File: src/rtl/pc_irq_pkg.sv
// pc_irq_pkg: shared types and constants for the PC/interrupt sequencer.
package pc_irq_pkg;
    function automatic int level_width(input int num_irq);
        return $clog2(num_irq + 1);
    endfunction
    localparam int PC_W = 16;
    localparam int IRQ_N = 8;
    localparam int LEVEL_W = level_width(IRQ_N);
    localparam logic [LEVEL_W-1:0] LEVEL_IDLE = LEVEL_W'(IRQ_N);
    typedef struct packed {
        logic [PC_W-1:0] pc;
        logic [LEVEL_W-1:0] level;
    } stack_entry_t;
endpackage

File: src/rtl/pc_irq_sequencer_ret_stack.sv
// ret_stack: LIFO of saved return state; push ignored when full, pop ignored when empty.
module ret_stack #(
    parameter int DEPTH = 4,
    parameter int W = 20
) (
    input  logic         clk,
    input  logic         rst,
    input  logic         push,
    input  logic         pop,
    input  logic [W-1:0] din,
    output logic [W-1:0] top,
    output logic         full,
    output logic         empty
);
    localparam int AW = DEPTH > 1 ? $clog2(DEPTH) : 1;
    localparam int CW = $clog2(DEPTH + 1);
    logic [W-1:0] mem [DEPTH];
    logic [CW-1:0] count;
    assign full = count == CW'(DEPTH);
    assign empty = count == '0;
    assign top = mem[AW'(count - 1'b1)];
    always_ff @(posedge clk or posedge rst) begin
        if (rst) count <= '0;
        else if (push && !full) count <= count + 1'b1;
        else if (pop && !empty) count <= count - 1'b1;
    end
    always_ff @(posedge clk) begin
        if (push && !full) mem[AW'(count)] <= din;
    end
endmodule

File: src/rtl/pc_irq_sequencer.sv
// pc_irq_sequencer: fetch PC generator with branches, stalls and nested prioritised interrupts.
module pc_irq_sequencer
    import pc_irq_pkg::*;
#(
    parameter int N = PC_W,
    parameter int NUM_IRQ = IRQ_N,
    parameter int STACK_DEPTH = 4,
    parameter logic [N-1:0] VECTOR_BASE = 'h00F0,
    parameter int VECTOR_STRIDE = 2
) (
    input  logic               Clock,
    input  logic               Reset,
    input  logic               Stall,
    input  logic               Branch_taken,
    input  logic [N-1:0]       Branch_target,
    input  logic               Reti,
    input  logic               Inr_Check,
    input  logic [NUM_IRQ-1:0] Inr,
    output logic [N-1:0]       PC_out,
    output logic [NUM_IRQ-1:0] Irq_ack,
    output logic               In_service,
    output logic               Stack_full,
    output logic               Stack_error
);
    localparam int LW = level_width(NUM_IRQ);
    localparam logic [LW-1:0] IDLE = LW'(NUM_IRQ);
    typedef struct packed {
        logic [N-1:0]  pc;
        logic [LW-1:0] level;
    } entry_t;
    logic [LW-1:0] level, idx;
    logic found, accept, pop, full, empty;
    entry_t top_e, push_e;
    always_comb begin
        found = 1'b0;
        idx = '0;
        for (int i = NUM_IRQ - 1; i >= 0; i--) begin
            if (Inr[i] && LW'(i) < level) begin
                found = 1'b1;
                idx = LW'(i);
            end
        end
    end
    assign accept = Inr_Check && found && !full && !Reti && !Stall;
    assign pop = Reti && !Stall && !empty;
    assign Irq_ack = accept ? NUM_IRQ'(1) << idx : '0;
    // An in-flight branch is what the handler returns to
    assign push_e = {Branch_taken ? Branch_target : PC_out + N'(1), level};
    assign In_service = !empty;
    assign Stack_full = full;
    ret_stack #(.DEPTH(STACK_DEPTH), .W(N + LW)) u_stack (
        .clk(Clock),
        .rst(Reset),
        .push(accept),
        .pop(pop),
        .din(push_e),
        .top(top_e),
        .full(full),
        .empty(empty)
    );
    always_ff @(posedge Clock or posedge Reset) begin
        if (Reset) begin
            PC_out <= '0;
            level <= IDLE;
            Stack_error <= 1'b0;
        end else if (!Stall) begin
            if (pop) begin
                PC_out <= top_e.pc;
                level <= top_e.level;
            end else if (Reti) begin
                Stack_error <= 1'b1;
                PC_out <= PC_out + N'(1);
            end else if (accept) begin
                PC_out <= VECTOR_BASE + N'(idx) * N'(VECTOR_STRIDE);
                level <= idx;
            end else if (Branch_taken) PC_out <= Branch_target;
            else PC_out <= PC_out + N'(1);
        end
    end
endmodule

File: config.mk
export PLATFORM = sky130hd
export DESIGN_NAME = pc_irq_sequencer
export DESIGN_NICKNAME = d
export VERILOG_FILES = /design/src/rtl/pc_irq_pkg.sv /design/src/rtl/pc_irq_sequencer_ret_stack.sv /design/src/rtl/pc_irq_sequencer.sv
export SDC_FILE = /design/constraint.sdc
export NUM_CORES = 1
export LEC_CHECK = 0
export ABC_AREA = 0
export BUFFER_PORTS_ARGS = -buffer_cell sky130_fd_sc_hd__clkbuf_2
export CAP_MARGIN = 20
export CORE_MARGIN = 3
export CORE_UTILIZATION = 30
export CTS_CLUSTER_SIZE = 28
export DETAILED_ROUTE_END_ITERATION = 10
export PLACE_DENSITY_LB_ADDON = 0.25
export SLEW_MARGIN = 5
export SYNTH_ARGS = -nofsm -noshare
export SYNTH_HDL_FRONTEND = slang
export SYNTH_HIERARCHICAL = 1
export SYNTH_SLANG_ARGS = --single-unit
File: constraint.sdc
create_clock -name Clock -period 3.2 [get_ports Clock]
set_input_delay 0.48 -clock Clock [delete_from_list [all_inputs] [get_ports Clock]]
set_output_delay 0.48 -clock Clock [all_outputs]
set_load 0.02 [all_outputs]
; Yosys cells after proc, flatten, opt, wreduce, memory -nomap -nowiden
; Memories as Yosys holds them, arrays and structs flattened.
; Cells that the tools add are included.
[word_totals]
latch_bits = 0
rom_bits = 0
n_memories = 1
register_bits = 24
mem_bits_rw = 80
elab_cells = 75
[memory_table]
columns = memory, words, width, rd, rd_clocked_by_memory_dff, wr, line
row1 = u_stack.mem, 4, 20, 1, 0, 1, pc_irq_sequencer_ret_stack.sv:17  ; logic [W-1:0] mem [DEPTH];
[op_classes]
addsub = 4
mul = 0
n_shift = 1
order_cmp = 8
muxes = 28
n_reduce_logical = 25
bitwise = 2
n_div = 0
n_eq_ne = 2
[op_table]
columns = op, n
row1 = 16-bit 2-to-1 mux, 4
row2 = 4-bit 2-to-1 mux, 10
row3 = 16-bit by 1-bit adder with 16-bit output (second input constant), 1
row4 = 1-bit logical AND, 16
row5 = 3-bit by 4-bit less-than comparator with 1-bit output (first input constant), 4
row6 = 1-bit 2-to-1 mux, 10
row7 = 8-bit by 5-bit adder with 9-bit output (first input constant), 1
row8 = 3-bit 2-to-1 mux, 3
row9 = 1-bit by 4-bit less-than comparator with 1-bit output (first input constant), 2
row10 = 2-bit by 4-bit less-than comparator with 1-bit output (first input constant), 2
row11 = 8-bit 2-to-1 mux, 1
row12 = 1-bit by 4-bit left shift with 8-bit output (first input constant), 1
row13 = 3-bit AND reduction, 2
row14 = 1-bit logical NOT, 4
row15 = 2-bit nonzero test, 2
row16 = 3-bit by 1-bit adder with 3-bit output (second input constant), 1
row17 = 3-bit equality test (second input constant), 1
row18 = 3-bit logical NOT, 1
row19 = 3-bit by 1-bit subtractor with 3-bit output (second input constant), 1
row20 = 2-bit by 1-bit inequality test with 1-bit output (second input constant), 1
row21 = 1-bit NOT, 2

; Logic depth before layout (Yosys ltp)
[logic_depth]
ltp_word = 17
depth_mapped = 11
mapped_depth_nobuf = 9

; Hierarchy
; The synthesis kept the hierarchy.
[modules_own_cells]
columns = module, cells_per_inst, seq_area_each_um2, area_each_um2, n_inst
row1 = ret_stack, 136, 2477.4, 3189.3, 1
row2 = pc_irq_sequencer, 269, 526.8, 2065.7, 1

; Least setup slack after synthesis
; No wires, ideal clock.
[synth_path]
kind = flip-flop to flip-flop
start = register u_stack.count[0]
end = memory u_stack.mem[0][0] (enable)
t_arrival_ns = 2.753
required_time_ns = 2.822
setup_slack_ns = 0.069
period_less_slack_ns = 3.131
path_buffers = 2
stages_incl_launch_ff = 11
cell_sequence = dfrtp_1 buf_6 inv_1 ha_1 and2_1 nor4b_2 o31ai_4 inv_2 a21boi_2 buf_6 and2_1
[synth_between]
elab_chain_cells = 8
[synth_lines]
columns = item, line
row1 = from (decl), pc_irq_sequencer_ret_stack.sv:18  ; logic [CW-1:0] count;
row2 = from (signal assigned), pc_irq_sequencer_ret_stack.sv:24  ; else if (push && !full) count <= count + 1'b1;
row3 = from (signal assigned), pc_irq_sequencer_ret_stack.sv:25  ; else if (pop && !empty) count <= count - 1'b1;
row4 = 3-bit equality test, pc_irq_sequencer_ret_stack.sv:19  ; assign full = count == CW'(DEPTH);
row5 = net Stack_full, pc_irq_sequencer.sv:22  ; output logic Stack_full,
row6 = 1-bit logical NOT, pc_irq_sequencer.sv:44  ; assign accept = Inr_Check && found && !full && !Reti && !Stall;
row7 = 1-bit logical AND (3 in a row), pc_irq_sequencer.sv:44
row8 = net accept, pc_irq_sequencer.sv:32  ; logic found, accept, pop, full, empty;
row9 = 1-bit logical AND, pc_irq_sequencer_ret_stack.sv:28  ; if (push && !full) mem[AW'(count)] <= din;
row10 = 1-bit 2-to-1 mux, pc_irq_sequencer_ret_stack.sv:28
row11 = 1-bit 2-to-1 mux (implied by the code), pc_irq_sequencer_ret_stack.sv:28
row12 = to (decl), pc_irq_sequencer_ret_stack.sv:17
; The timed path passes the listed nets, and every way through them passes these cells.

; Worst setup path in the final report
[layout_path]
start = register u_stack.count[1]
end = output port Irq_ack[6]
[layout_between]
elab_chain_cells = 6
[layout_lines]
columns = item, line
row1 = 3-bit equality test, pc_irq_sequencer_ret_stack.sv:19
row2 = 1-bit logical NOT, pc_irq_sequencer.sv:44
row3 = 1-bit logical AND (3 in a row), pc_irq_sequencer.sv:44
row4 = 8-bit 2-to-1 mux, pc_irq_sequencer.sv:46  ; assign Irq_ack = accept ? NUM_IRQ'(1) << idx : '0;
row5 = to (decl), pc_irq_sequencer.sv:20  ; output logic [NUM_IRQ-1:0] Irq_ack,
; No other way between the ends.

==> results.md <==
- Cells after DPL: a little under 700
- Clock buffer depth: 2
- Cell Rows: 47
- Fin nets: roughly 500
- Clk_skew: approximately 7.6 ps
- Hold Path Sink: PC_out[15]$_DFFE_PP0N_
- Reg power frac: about two fifths
- Synth warn: 6
- Switch share: 38.4%
- Buffers on Ports: 56
- Nature of the critical path startpoint: flip-flop
- Post-synth EDFFs: 80
- Via density: ~5.3
- Layout Cells excl Fill: roughly 690
- Hold slack: ~470 ps
- Largest net degree at the start of global routing: 25
- R2r endpoint: u_stack/mem[0][7]$_DFFE_PP_
- Cell area after synthesis: about 5300 um2
- Multi-input gate area: between 2000 and 2500 um2
- Reg2reg path depth: 9
- CTS Root Cell: clkbuf_16
- CTS tree: built
- Min-Delay Path Depth: 3
- Most common flop cell mapped by yosys: edfxtp_1
- Die height: 138 um
- Reg clk slew, reported paths: roughly 70 ps
- Vias in the first global route: 3,704
- Synth top area share: between 40 and 50%
- Core area: 16,900 um2
- DRC: 0
- Pwr/cell area: between 800 and 900 nW/um2
- Reg2reg setup slack: ~400 ps
- CP Buf/Inv Count: 2
- CTS buffer count: 9
- First-pass DRT Iterations: 5
- Routed Antenna Nets: 0
- Global Route Usage Sum: 15.1%
- Peak VDD IR: 0.000368 V
- Initial antenna violation count: 0
- # diodes: 0
- Crit path DAT: ~2500 ps
- Post-synth top cells: edfxtp_1 (80), nand2_1 (25), nor2_1 (24)
- Max Cap Violations: 0
- Wirelength per Cell: 20.8 um
- Status: finished clean
- Vias: 3,684
- Worst stage delay on the critical path: approximately 400 ps
- Clk_lat worst skew: 350 ps
- Post-DP HPWL: just under 10,000 um
- CTS H-tree lvls: 3
- Fillers: 1,624
- Clock Sinks: approximately 100
- Final worst-path cycle share: 94.4%
- Mapped Avg Cell Area: approximately 13 um2
- Post-synth net total: roughly 440
- Final-report setup violation count: 0
- Clk pwr share: 20.4%
- Reg area: approximately 3000 um2
- Crit Reg-Reg Startpoint: u_stack/count[1]$_DFFE_PP0P_
- Rel. slew slack: between 40% and 50%
- Synth unique cells: 65
- Area growth syn-to-layout: 17.3%
- Internal Power: between 0.003 and 0.004 W
- RSZ-0062 raised after global routing: no
- Crit-path leading delay family: simple AND/OR/NAND/NOR gates
- Setup TNS: 0 ps
- Die X-Extent: approximately 140 um
- Worst Slack Setup Final: approximately 180 ps
- Syn Inst Count: roughly 410
- Crit-path max FO: 4
- Top-count cell post-synth: edfxtp_1
- FFs w/ async S/R, synth: between 20% and 30%
- DR iter-0 viols: between 200 and 300
- Final Slew Violations: 0
- Die area: roughly 19,000 um2
- I/O pins: 57
- Crit path cell chain: inv_1 > ha_1 > and2_1 > nor4b_4 > o21ai_0 > nor2_2 > nand2b_1 > nor2b_1 > clkbuf_2
- Combinational share of power: between 40 and 50%
- Worst EP required: around 2700 ps
- First-pass GRT wire length: approximately 22,000 um
- Leak: between 2 and 2.5 nW
- Final hold vios: 0
- Layout cells sized above 1: a little over a quarter
- Fmax: between 300 and 400 MHz
- Leading post-synthesis cells by cell area: edfxtp_1 (46%), dfrtp_1 (11%), mux4_2 (7.7%)
- Setup Buffers After CTS: 0
- Synth Register Bits: between 100 and 150
- Initial cell density of the core: 31.1%
- Global route overflow: 0
- GP Congestion: around 0.82
- Critical path class: flip-flop to output pin
- Tightest Hold Check Type: primary input to flip-flop
- Slew @ Worst Pin: about 830 ps
- WL final: between 10,000 and 15,000 um
- Largest area contributor in the netlist: edfxtp_1
- P_sw: 0.00204 W
- Seq/Total Area, Yosys: 57.2%
- Min-delay src: Branch_target[15]
- DP Worst Slack: between 200 and 300 ps
- Minimum clock period: about 3000 ps
- Crit path capture type: output pin
- Critical Path Slowest Stage Cell: nor4b_4
## flip-flops by register name, indices dropped and copies added, names as in the netlist
signal and cells:
level 4, PC_out 16, u_stack/mem 80, u_stack/count 3
Stack_error 1
## power by group through the flow
stage / logic, W / registers, W / clock network (W)
floorplan: 0.00150 / 0.00208 / 0
global placement: 0.00213 / 0.00209 / 0
detailed placement: 0.00216 / 0.00210 / 0
CTS: 0.00218 / 0.00207 / 0.00111
global route: 0.00235 / 0.00212 / 0.00116
finish: 0.00216 / 0.00207 / 0.00109
## worst max path at each step
stage               slack [ps]                          from                     endpoint  cells after the start
floorplan                   70  u_stack/count[0]$_DFFE_PP0P_  u_stack/mem[0][0]$_DFFE_PP_                     10
global placement           400  u_stack/count[1]$_DFFE_PP0P_  u_stack/mem[0][7]$_DFFE_PP_                      9
detailed placement         300  u_stack/count[1]$_DFFE_PP0P_                   Irq_ack[6]                      9
CTS                         80  u_stack/count[1]$_DFFE_PP0P_                   Irq_ack[6]                      9
global route                30  u_stack/count[1]$_DFFE_PP0P_                   Irq_ack[4]                      9
finish                     180  u_stack/count[1]$_DFFE_PP0P_                   Irq_ack[6]                      9
## metrics by stage
stage | instance area, um2 | power, W | util [%]
floorplan | 5260 | 0.00357 | -
global placement | 5820 | 0.00422 | 34.5
detailed placement | 5820 | 0.00426 | 34.5
CTS | 6130 | 0.00536 | 36.3
global route | 6160 | 0.00563 | 36.5
finish | 6160 | 0.00532 | 36.5
## cells in the final DEF (no fill, tap or decap), types with 5 or more instances in the layout
| cell | count |
|---|---|
| nand2b_1 | 7 |
| nand2_1 | 25 |
| buf_4 | 13 |
| edfxtp_1 | 80 |
| or3_1 | 7 |
| nor2b_1 | 7 |
| dfrtp_1 | 23 |
| nor2_1 | 23 |
| mux2_2 | 8 |
| xor2_1 | 7 |
| o31ai_1 | 5 |
| o21ai_0 | 11 |
| clkbuf_2 | 56 |
| ha_1 | 7 |
| nand3_1 | 11 |
| nor4_1 | 8 |
| inv_1 | 14 |
| and2_1 | 5 |
| mux4_2 | 18 |
| clkbuf_16 | 9 |
| a21oi_1 | 22 |
| o21ai_1 | 5 |
| o22ai_1 | 6 |
| o211ai_1 | 5 |
## timing repair
item                                   CTS  global route
endpoints found under the hold margin    3             0
gates cloned                             0             0
setup endpoints to repair                4             4
hold buffers                             1             0
gates resized for setup                  1             1
## logic make-up (layout without fill, tap and decap cells)
family	count (synthesis)	count (layout)	synth area share, %
buffers and inverters	40	107	3.64
and+or+nand+nor	118	118	11.7
DFF	104	104	57.2
muxes	30	30	10.8
AOI/OAI and AO/OA	95	95	13.1
adders and majority gates	7	7	1.67
xor gates and xnor gates	11	11	1.83
## tightest hold or removal path, delay by kind of cell
kind,cells,cell delay (ps)
compound gates,2,200
buf+inv,1,100
## per-layer routing
layer / wire length (um) / vias to the layer above / GRT usage, %
li1: - / 1703 / -
met1: 6230 / 1865 / 20.2
met2: 7200 / 107 / 25.0
met3: 785 / 9 / 3.35
met4: 153 / 0 / 3.64
met5: 0 / - / 0
## layout make-up
cell class	count	area share, %
sequential	104	48.7
clock buffer	11	3.78
multi-input combinational	261	33.6
timing repair buffer	73	7.39
clock inverter	5	0.954
tap	220	4.47
inverter	18	1.10
(Power assumes the default switching activity.)
